--- src/rtl/pc_stack_unit.sv ---
// Program counter with a circular return-address stack.
// State commits once per 8-phase instruction cycle; nibble-serial address out.
module pc_stack_unit #(
    parameter int ADDR_W      = 12,
    parameter int NIB_W       = 4,
    parameter int STACK_DEPTH = 3,
    parameter int PAGE_W      = 8,
    parameter int UPD_CYCLE   = 7,
    localparam int LVL_W      = $clog2(STACK_DEPTH + 1)
) (
    input  logic              clk,
    input  logic              rst_n,
    input  logic [2:0]        cycle,
    input  logic              jump,
    input  logic              jump_short,
    input  logic              push,
    input  logic              pop,
    input  logic [ADDR_W-1:0] jump_addr,
    output logic [ADDR_W-1:0] pc_addr,
    output logic [NIB_W-1:0]  pc_nib,
    output logic [LVL_W-1:0]  stack_level,
    output logic              stack_ovf,
    output logic              stack_unf
);

    localparam int SP_W  = (STACK_DEPTH > 1) ? $clog2(STACK_DEPTH) : 1;
    localparam int A_CYC = ADDR_W / NIB_W;

    logic [ADDR_W-1:0] pc_q, pc_d;
    logic [SP_W-1:0]   sp_q, sp_d;
    logic [LVL_W-1:0]  lvl_q, lvl_d;
    logic              ovf_q, ovf_d;
    logic              unf_q, unf_d;
    logic [ADDR_W-1:0] stack_q [STACK_DEPTH];

    logic              commit;
    logic              do_pop;
    logic              do_push;
    logic [ADDR_W-1:0] pc_inc;
    logic [SP_W-1:0]   sp_inc;
    logic [SP_W-1:0]   sp_dec;
    logic              lvl_full;
    logic              lvl_empty;

    assign commit    = (cycle == 3'(UPD_CYCLE));
    assign do_pop    = commit && pop;
    // Push is dropped when pop is requested in the same instruction.
    assign do_push   = commit && push && !pop;
    assign pc_inc    = pc_q + ADDR_W'(1);
    assign lvl_full  = (lvl_q == LVL_W'(STACK_DEPTH));
    assign lvl_empty = (lvl_q == '0);

    // Circular stack pointer neighbours, wrapping modulo STACK_DEPTH.
    always_comb begin
        sp_inc = sp_q + SP_W'(1);
        sp_dec = sp_q - SP_W'(1);
        if (sp_q == SP_W'(STACK_DEPTH - 1)) begin
            sp_inc = '0;
        end
        if (sp_q == '0) begin
            sp_dec = SP_W'(STACK_DEPTH - 1);
        end
    end

    // Next-state selection: pop > push > jump > jump_short > increment.
    always_comb begin
        pc_d  = pc_q;
        sp_d  = sp_q;
        lvl_d = lvl_q;
        ovf_d = ovf_q;
        unf_d = unf_q;
        if (commit) begin
            pc_d = pc_inc;
            if (pop) begin
                pc_d = stack_q[sp_dec];
                sp_d = sp_dec;
                if (lvl_empty) begin
                    unf_d = 1'b1;
                end else begin
                    lvl_d = lvl_q - LVL_W'(1);
                end
            end else if (push) begin
                pc_d = jump_addr;
                sp_d = sp_inc;
                if (lvl_full) begin
                    ovf_d = 1'b1;
                end else begin
                    lvl_d = lvl_q + LVL_W'(1);
                end
            end else if (jump) begin
                pc_d = jump_addr;
            end else if (jump_short) begin
                pc_d = {pc_inc[ADDR_W-1:PAGE_W], jump_addr[PAGE_W-1:0]};
            end
        end
    end

    // PC, pointer, level and sticky flag registers.
    always_ff @(posedge clk or negedge rst_n) begin
        if (!rst_n) begin
            pc_q  <= '0;
            sp_q  <= '0;
            lvl_q <= '0;
            ovf_q <= 1'b0;
            unf_q <= 1'b0;
        end else begin
            pc_q  <= pc_d;
            sp_q  <= sp_d;
            lvl_q <= lvl_d;
            ovf_q <= ovf_d;
            unf_q <= unf_d;
        end
    end

    // Return-address storage; a full stack overwrites its oldest entry.
    always_ff @(posedge clk or negedge rst_n) begin
        if (!rst_n) begin
            for (int i = 0; i < STACK_DEPTH; i++) begin
                stack_q[i] <= '0;
            end
        end else if (do_push) begin
            stack_q[sp_q] <= pc_inc;
        end
    end

    // Address nibble for phases A1..An, low nibble first, zero elsewhere.
    always_comb begin
        pc_nib = '0;
        for (int k = 0; k < A_CYC; k++) begin
            if (cycle == 3'(k)) begin
                pc_nib = pc_q[k*NIB_W +: NIB_W];
            end
        end
    end

    assign pc_addr     = pc_q;
    assign stack_level = lvl_q;
    assign stack_ovf   = ovf_q;
    assign stack_unf   = unf_q;

    logic unused_ok;
    assign unused_ok = do_pop;

endmodule
--- config.mk ---
export PLATFORM = sky130hd
export DESIGN_NAME = pc_stack_unit
export DESIGN_NICKNAME = d
export VERILOG_FILES = /design/src/rtl/pc_stack_unit.sv
export SDC_FILE = /design/constraint.sdc
export NUM_CORES = 1
export LEC_CHECK = 0
export ABC_CLOCK_PERIOD_IN_PS = 2600
export CORE_MARGIN = 2
export CORE_UTILIZATION = 63
export DETAILED_ROUTE_END_ITERATION = 16
export DONT_BUFFER_PORTS = 1
export GPL_ROUTABILITY_DRIVEN = 0
export HOLD_SLACK_MARGIN = 0.08
export PLACE_DENSITY = 0.79
export SLEW_MARGIN = 15
export SYNTH_ARGS = -nofsm -noshare
export SYNTH_HDL_FRONTEND = slang
export SYNTH_SLANG_ARGS = --single-unit
--- constraint.sdc ---
create_clock -name clk -period 2.6 [get_ports clk]
set_input_delay 0.52 -clock clk [delete_from_list [all_inputs] [get_ports clk]]
set_output_delay 0.52 -clock clk [all_outputs]
set_load 0.1 [all_outputs]
; ---- Word-level counts from Yosys, hierarchy flattened
; Index checks and enable logic that the tools add are counted.
[word_totals]
romBits = 0
latch_bits = 0
in_bits = 21
output_inout_bits = 20
register_bits = 54
elab_cells = 59
ramBits = 0
memories = 0
[op_classes]
n_addsub = 5
bitwise = 3
reduce_logical = 12
shifts = 0
n_eq_ne = 7
n_div = 0
magnitude_cmp = 3
mux = 21
mul = 0
[op_table]
columns = operator, n
row1 = $mux 12, 6
row2 = $bwmux 36, 1
row3 = $bmux 12 s2, 1
row4 = $demux 12 s2, 1
row5 = $mux 2, 8
row6 = $add 12x1->12 const B, 1
row7 = $mux 4, 3
row8 = $mux 8, 1
row9 = $reduce_and 4->1, 2
row10 = $ge 3x3->1 const B, 2
row11 = $not 2->3, 2
row12 = $add 2x1->2 const B, 2
row13 = $eq 2x2->1 const B, 2
row14 = $logic_not 2->1, 2
row15 = $ne 2x2->1 const B, 2
row16 = $sub 2x1->2 const B, 2
row17 = $eq 3x1->1 const B, 1
row18 = $eq 3x2->1 const B, 1
row19 = $eq 3x3->1 const B, 1
row20 = $logic_and 1x1->1, 3
row21 = $logic_not 3->1, 1
row22 = $lt 3x1->1 const B, 1
row23 = $reduce_and 3->1, 1
row24 = $reduce_and 2->1, 1
row25 = other kinds (3), 3

; ---- Logic depth before layout (Yosys ltp)
; Gate-level depths: netlist (run 1).
[depth]
word_depth = 7
ltp_mapped = 8
ltp_nobuf = 6

; ---- Worst setup path after synthesis (run 1)
; OpenSTA, ideal clock, no wires.
[synth_path]
kind = reg-to-output
from = register pc_q[3], in the netlist pc_addr[3]
to = output port pc_nib[3]
slack_ns = -0.681
required_time_ns = 2.080
path_buffers = 1
path_stages_with_launch = 6
t_arrival_ns = 2.761
cell_sequence = dfrtp_1 -> buf_2 -> mux2i_1 -> nor2_1 -> a21oi_1 -> nor2_1
[synth_between]
elab_chain_len = 3
[synth_lines]
columns = element, line
row1 = from (decl), 29  ; logic [ADDR_W-1:0] pc_q, pc_d;
row2 = from (signal assigned), 107  ; pc_q <= pc_d;
row3 = $mux 4 (3 in a row), 130  ; if (cycle == 3'(k)) begin
row4 = to (decl), 20  ; output logic [NIB_W-1:0] pc_nib,
; No other way between the ends.

; ---- Final worst setup path (run 1)
; Ends and elaborated chain as after synthesis.

==> flow_summary.yaml, run 1 <==
global_route:
  grt_pass1_vias: 2329
  grt.overflow.total: 0
  grt_max_degree: 55
  antenna_found_initial: 0
  track_usage_pct: 28.99
  grt_pass1_wl_um: 11360
sta:
  hold_viol_final: 0
  slew_viol_final: 0
  fin_hold_ws_ns: 0.2889
  period_share_pct: 78.97
  fin_crit_ns: 2.053
  clock_skew_ns: 0.004270
  finalSetupTns_ns: 0
  finalSetupViolCount: 0
  relSlewSlack_pct: 40.10
  worstMarginPinSlew_ns: 0.8985
  fmax_ghz: 0.4870
  grt_setup_unrepaired: "no"
power:
  power.density_nw_per_um2: 924.8
  ir_drop_mv: 0.5806
  p_leak_nw: 1.413
logic_synthesis:
  synth_top_family_by_area: "compound AO/OA/AOI/OAI gates"
  yosys_most_used_dff: "dfrtp_1"
  synth_seq_cells: 54
  syn_avg_cell_area_um2: 9.268
  async_flop_share_pct: 100.0
  yosys.area_share.simple_pct: 16.66
  synthAdderAreaFrac_pct: 3.029
  synth_edf_count: 0
  synth_xor_area_share_pct: 1.817
  yosysMostFrequentCell: "dfrtp_1"
  yosysTopAreaCell: "dfrtp_1"
  syn_inst: 312
  synth.cell_area_um2: 2892
  synth-compound-area-share_pct: 20.64
  syn_nets: 340
  yosysSeqAreaShare_pct: 46.73
  yosys_warnings: 0
  synth.distinct_cells: 41
  synthMuxAreaShare_pct: 7.832
  synthTopCellsByCount: "dfrtp_1 (54), o21ai_0 (47), nand2_1 (42)"
  synth_area_leaders: "dfrtp_1 (47%), o21ai_0 (8.1%), mux2i_1 (5.9%)"
  synth_top_area_share_pct: 46.73
critical_path:
  crit_fanout: 8
  crit_buf_inv: 1
  crit_family: "flip-flops"
  endpoint_kind: "primary output"
  crit_chain: "mux2i_1 > nor2_1 > a21oi_1 > nor2_4 > buf_12"
  cp_data_arrival_time_ns: 1.53
  worst-setup-path-type: "flip-flop to primary output"
  startpoint_type: "flip-flop"
  slowest_delay_ns: 0.52
  required_ns: 2.08
  cp_slowest_cell: "dfrtp_1"
drt:
  dr.pass1.iters: 5
  vias_per_cell: 6.302
  drtIter0Drc: 184
  totalWireLength_um: 7025
  ant_nets: 0
  drcViolationCount: 0
  num_vias: 2382
  wl_per_cell_um: 18.58
floorplanning:
  core_um2: 4384
  rows: 24
  die_x_um: 71.75
  die_area_um2: 5147
  start_util_pct: 65.95
  io_pins: 41
  die_y_um: 71.75
clock_network:
  post_cts_buffers: 0
  cts_tree: "done"
  cts_made_buffers: 5
  clkLatencyLatePin_ns: 0.31
  cts_max_level: 2
  clk_pin_slew_ns: 0.09
  cts_root_buffer: "clkbuf_8"
  cts_num_sinks: 54
  cts_max_path_buffers: 2
status:
  status: "finished, final reports clean"
final_layout:
  nFillCells: 322
  drive_gt1_share_pct: 15.03
  layout.nets: 354
  num_antenna_cells: 0
  area_growth_pct: 12.94
place:
  numPortBuffers: 0
  hpwl_um: 5092
flow_run:
  maxCapViolCount: 0
min_path:
  hp-class: "input pin to flip-flop"
==> sequential cells by signal, indices dropped and copies added, names as in the netlist <==
signal and flops:
stack_level 2, pc_addr 12, stack_ovf 1, stack_q 36, stack_unf 1, sp_q 2
==> power breakdown <==
part / internal, mW / switching, mW
clock network: 0.184 / 0.273
logic: 0.383 / 0.847
registers: 1.06 / 0.275
==> routing by layer <==
| layer | vias up | wire, um | track usage (%) | share of wire [%] |
|---|---|---|---|---|
| met5 | - | 0 | 0 | 0 |
| met4 | 0 | 192 | 13.00 | 2.7 |
| met3 | 17 | 374 | 6.892 | 5.3 |
| met2 | 65 | 3487 | 46.30 | 50 |
| met1 | 1151 | 2970 | 37.74 | 42 |
| li1 | 1149 | - | - | - |
==> cells in the final DEF, fill, tap and decap left out, types with 7 or more instances in the layout <==
| cell type | n |
|---|---|
| o21ai_0 | 47 |
| a21oi_1 | 11 |
| dfrtp_1 | 54 |
| o2bb2ai_1 | 7 |
| buf_4 | 22 |
| nor2_1 | 19 |
| ha_1 | 7 |
| nand2_1 | 42 |
| nor3_1 | 8 |
| nand3_1 | 14 |
| mux2i_1 | 17 |
==> through the flow <==
step | power (mW) | util (%) | instance area, um^2 | cells | setup slack, ns
finish | 3.020 | 74.49 | 3266 | 378 | 0.5467
global route | 3.177 | 74.49 | 3266 | 378 | 0.4680
CTS | 3.030 | 74.49 | 3266 | 378 | 0.5346
detailed placement | 2.551 | 71.72 | 3144 | 369 | 0.6706
global placement | 2.513 | 71.72 | 3144 | 369 | 0.6998
floorplan | 2.255 | - | 2922 | 312 | 0.05809
==> kinds of logic (layout without fill, tap and decap cells) <==
| logic type | Yosys count | in the layout |
|---|---|---|
| flip-flops | 54 | 54 |
| multiplexers | 22 | 22 |
| adder cells (fa/ha/maj) | 7 | 7 |
| XOR/XNOR | 6 | 6 |
| buffers and inverters | 23 | 37 |
| AND/OR/NAND/NOR | 104 | 104 |
| AO/OA/AOI/OAI | 96 | 96 |
==> layout make-up <==
cell class / instances / area, um^2 / area share (%)
Inverter: 2 / 7.507 / 0.2299
Clock inverter: 2 / 15.01 / 0.4598
Sequential cell: 54 / 1351 / 41.38
Clock buffer: 5 / 68.82 / 2.107
Multi-Input combinational cell: 235 / 1475 / 45.17
Timing Repair Buffer: 28 / 282.8 / 8.659
Tap cell: 52 / 65.06 / 1.992
==> final timing paths <==
kind | startpoint | slack (ns) | cells past startpoint | end
setup / recovery | pc_addr[3]$_DFFE_PN0N_ | 0.55 | 5 | pc_nib[3]
min in group asynchronous | rst_n | 0.71 | 2 | stack_q[11]$_DFFE_PN0P_
hold reg to reg | stack_q[4]$_DFFE_PN0P_ | 0.49 | 2 | stack_q[4]$_DFFE_PN0P_
max in group asynchronous | rst_n | 1.65 | 2 | stack_q[12]$_DFFE_PN0P_
setup reg to reg | sp_q[0]$_DFFE_PN0P_ | 0.61 | 6 | pc_addr[1]$_DFFE_PN0N_
hold / removal | pop | 0.29 | 1 | stack_level[0]$_DFFE_PN0P_
==> what timing repair did <==
action | 4_1_cts | 5_1_grt
setup endpoints to repair | 0 | 0
endpoints found under the hold margin | 54 | 0
resized for setup | 0 | 0
hold buffers | 2 | 0
No activity file was read; power rests on OpenSTA's default activity.
==> inputs of run 2 (changes only) <==
--- a/config.mk
+++ b/config.mk
@@ -5,14 +5,14 @@
 export SDC_FILE = /design/constraint.sdc
 export NUM_CORES = 1
 export LEC_CHECK = 0
-export ABC_CLOCK_PERIOD_IN_PS = 2600
+export ABC_CLOCK_PERIOD_IN_PS = 1800
 export CORE_MARGIN = 2
-export CORE_UTILIZATION = 63
+export CORE_UTILIZATION = 57
 export DETAILED_ROUTE_END_ITERATION = 16
 export DONT_BUFFER_PORTS = 1
 export GPL_ROUTABILITY_DRIVEN = 0
 export HOLD_SLACK_MARGIN = 0.08
-export PLACE_DENSITY = 0.79
+export PLACE_DENSITY = 0.75
 export SLEW_MARGIN = 15
 export SYNTH_ARGS = -nofsm -noshare
 export SYNTH_HDL_FRONTEND = slang
==> constraint.sdc (replaced) <==
create_clock -name clk -period 1.8 [get_ports clk]
set_input_delay 0.36 -clock clk [delete_from_list [all_inputs] [get_ports clk]]
set_output_delay 0.36 -clock clk [all_outputs]
set_load 0.1 [all_outputs]
==> flow_summary.yaml, run 2 (synthesis gave the netlist of run 1 again) <==
status:
  status: "finished, final reports clean"
drt:
  ant_nets: 0
  vias_per_cell: 6.080
  num_vias: 2523
  drcViolationCount: 0
  totalWireLength_um: 7647
  drtIter0Drc: 185
  wl_per_cell_um: 18.43
  dr.pass1.iters: 5
critical_path:
  path_depth: 5
  worst-setup-path-type: "flip-flop to primary output"
  crit_buf_inv: 1
  endpoint_kind: "primary output"
  crit_chain: "mux2i_1 > nor2_1 > a21oi_2 > nor2_4 > buf_12"
  r2r_end: "pc_addr[10]$_DFFE_PN0N_"
  r2r_start: "pc_addr[3]$_DFFE_PN0N_"
  cp_data_arrival_time_ns: 1.43
  crit_end: "pc_nib[0]"
  critPathLaunch: "pc_addr[4]$_DFFE_PN0N_"
  crit_family: "flip-flops"
  r2r_slack_ns: 0.10
  startpoint_type: "flip-flop"
  crit_fanout: 5
  cp_slowest_cell: "dfrtp_4"
  ff2ff_path_depth: 5
  slowest_delay_ns: 0.52
  required_ns: 1.44
power:
  p_leak_nw: 1.534
  swShare_pct: 43.55
  clkPwrFrac_pct: 18.0
  p_total_mw: 4.860
  power.internal_mw: 2.744
  seqPwrFrac_pct: 39.6
  p_comb_share_pct: 42.4
  ir_drop_mv: 0.9353
  p_sw_mw: 2.116
  power.density_nw_per_um2: 1359
clock_network:
  cts_max_path_buffers: 2
  cts_root_buffer: "clkbuf_8"
  cts_max_level: 2
  cts_made_buffers: 5
  cts_num_sinks: 54
  cts_tree: "done"
  clk_pin_slew_ns: 0.10
  clkLatencyLatePin_ns: 0.31
place:
  numPortBuffers: 0
  dp.cells: 395
  dpl_cell_area_um2: 3298
  place_worst_setup_slack_ns: 0.07827
  hpwl_um: 5404
final_layout:
  layout_commonest_cell: "o21ai_0"
  num_antenna_cells: 0
  utilization_pct: 74.26
  instances_no_fill: 415
  area_growth_pct: 23.71
  regMostFlops: "stack_q"
  drive_gt1_share_pct: 26.44
  regArea_um2: 1386
  multi_input_area_um2: 1521
  largest_reg_flops: 36
  final_cell_mix: "o21ai_0 (45), nand2_1 (42), dfrtp_1 (42)"
  layout.nets: 375
  design_area_um2: 3577
  nFillCells: 364
flow_run:
  maxCapViolCount: 0
floorplanning:
  io_pins: 41
  start_util_pct: 60.03
  die_y_um: 75.23
  rows: 25
  die_area_um2: 5659
  core_um2: 4817
  die_x_um: 75.23
min_path:
  hp-class: "input pin to flip-flop"
sta:
  slew_viol_final: 0
  fmax_ghz: 0.5596
  hold_viol_final: 0
  worstMarginPinSlew_ns: 0.9031
  finalSetupViolCount: 0
  fin_hold_ws_ns: 0.1275
  timing.final.ws_setup_ns: 0.01301
  period_share_pct: 99.28
  finalSetupTns_ns: 0
  clock_skew_ns: 0.004871
  relSlewSlack_pct: 39.79
  fin_crit_ns: 1.787
  grt_setup_unrepaired: "yes"
global_route:
  antenna_found_initial: 0
  grt.overflow.total: 0
  grt_pass1_wl_um: 11940
  track_usage_pct: 28.60
  grt_pass1_vias: 2359
  grt_max_degree: 55
## run 2: changes by cell type in the layout (fill, tap and decap cells not counted), sizes merged
cell,before,now
inv,2,3
clkinvlp,2,0
bufinv,0,1
buf,27,48
clkbuf,5,6
## run 2: routing by layer
metal  wire length [um]  share of wire [%]  vias to the layer above  track usage, %
li1                   -                  -                     1192               -
met1               3117                 41                     1197           38.53
met2               3860                 50                      120           46.49
met3                523                6.8                       14           5.489
met4                146                1.9                        0           10.14
met5                  0                  0                        -               0
## run 2: worst min path at each step
stage | slack (ns) | endpoint | depth (start not counted) | startpoint
after global routing | 0.13 | stack_level[0]$_DFFE_PN0P_ | 1 | pop
after floorplan | 0.06 | pc_addr[10]$_DFFE_PN0N_ | 0 | rst_n
after detailed placement | 0.07 | stack_q[11]$_DFFE_PN0P_ | 0 | rst_n
after CTS | 0.13 | stack_level[0]$_DFFE_PN0P_ | 1 | pop
final | 0.13 | stack_level[0]$_DFFE_PN0P_ | 1 | pop
after global placement | 0.07 | stack_q[35]$_DFFE_PN0P_ | 0 | rst_n
## run 2: what timing repair did
action | CTS | global route
gates resized for setup | 4 | 7
setup endpoints to repair | 4 | 15
hold buffers | 2 | 0
endpoints found under the hold margin | 54 | 0
pin swaps | 0 | 7
setup buffers | 2 | 8
## run 2: layout make-up
| class | instances | share of cell area (%) |
|---|---|---|
| multi-input cells | 235 | 42.53 |
| flip-flops and latches | 54 | 38.75 |
| repair buffers | 49 | 12.77 |
| well taps | 67 | 2.343 |
| clock buffers | 6 | 2.308 |
| clock inverters | 2 | 1.084 |
| inverters | 2 | 0.2099 |
## run 2: power by group through the flow
stage               Sequential, mW  Combinational [mW]  Clock, mW
floorplan                     2.44               0.880          0
global placement              1.97                1.83          0
detailed placement            1.97                1.87          0
CTS                           1.93                1.95      0.882
global route                  1.96                2.20      0.934
finish                        1.93                2.06      0.873
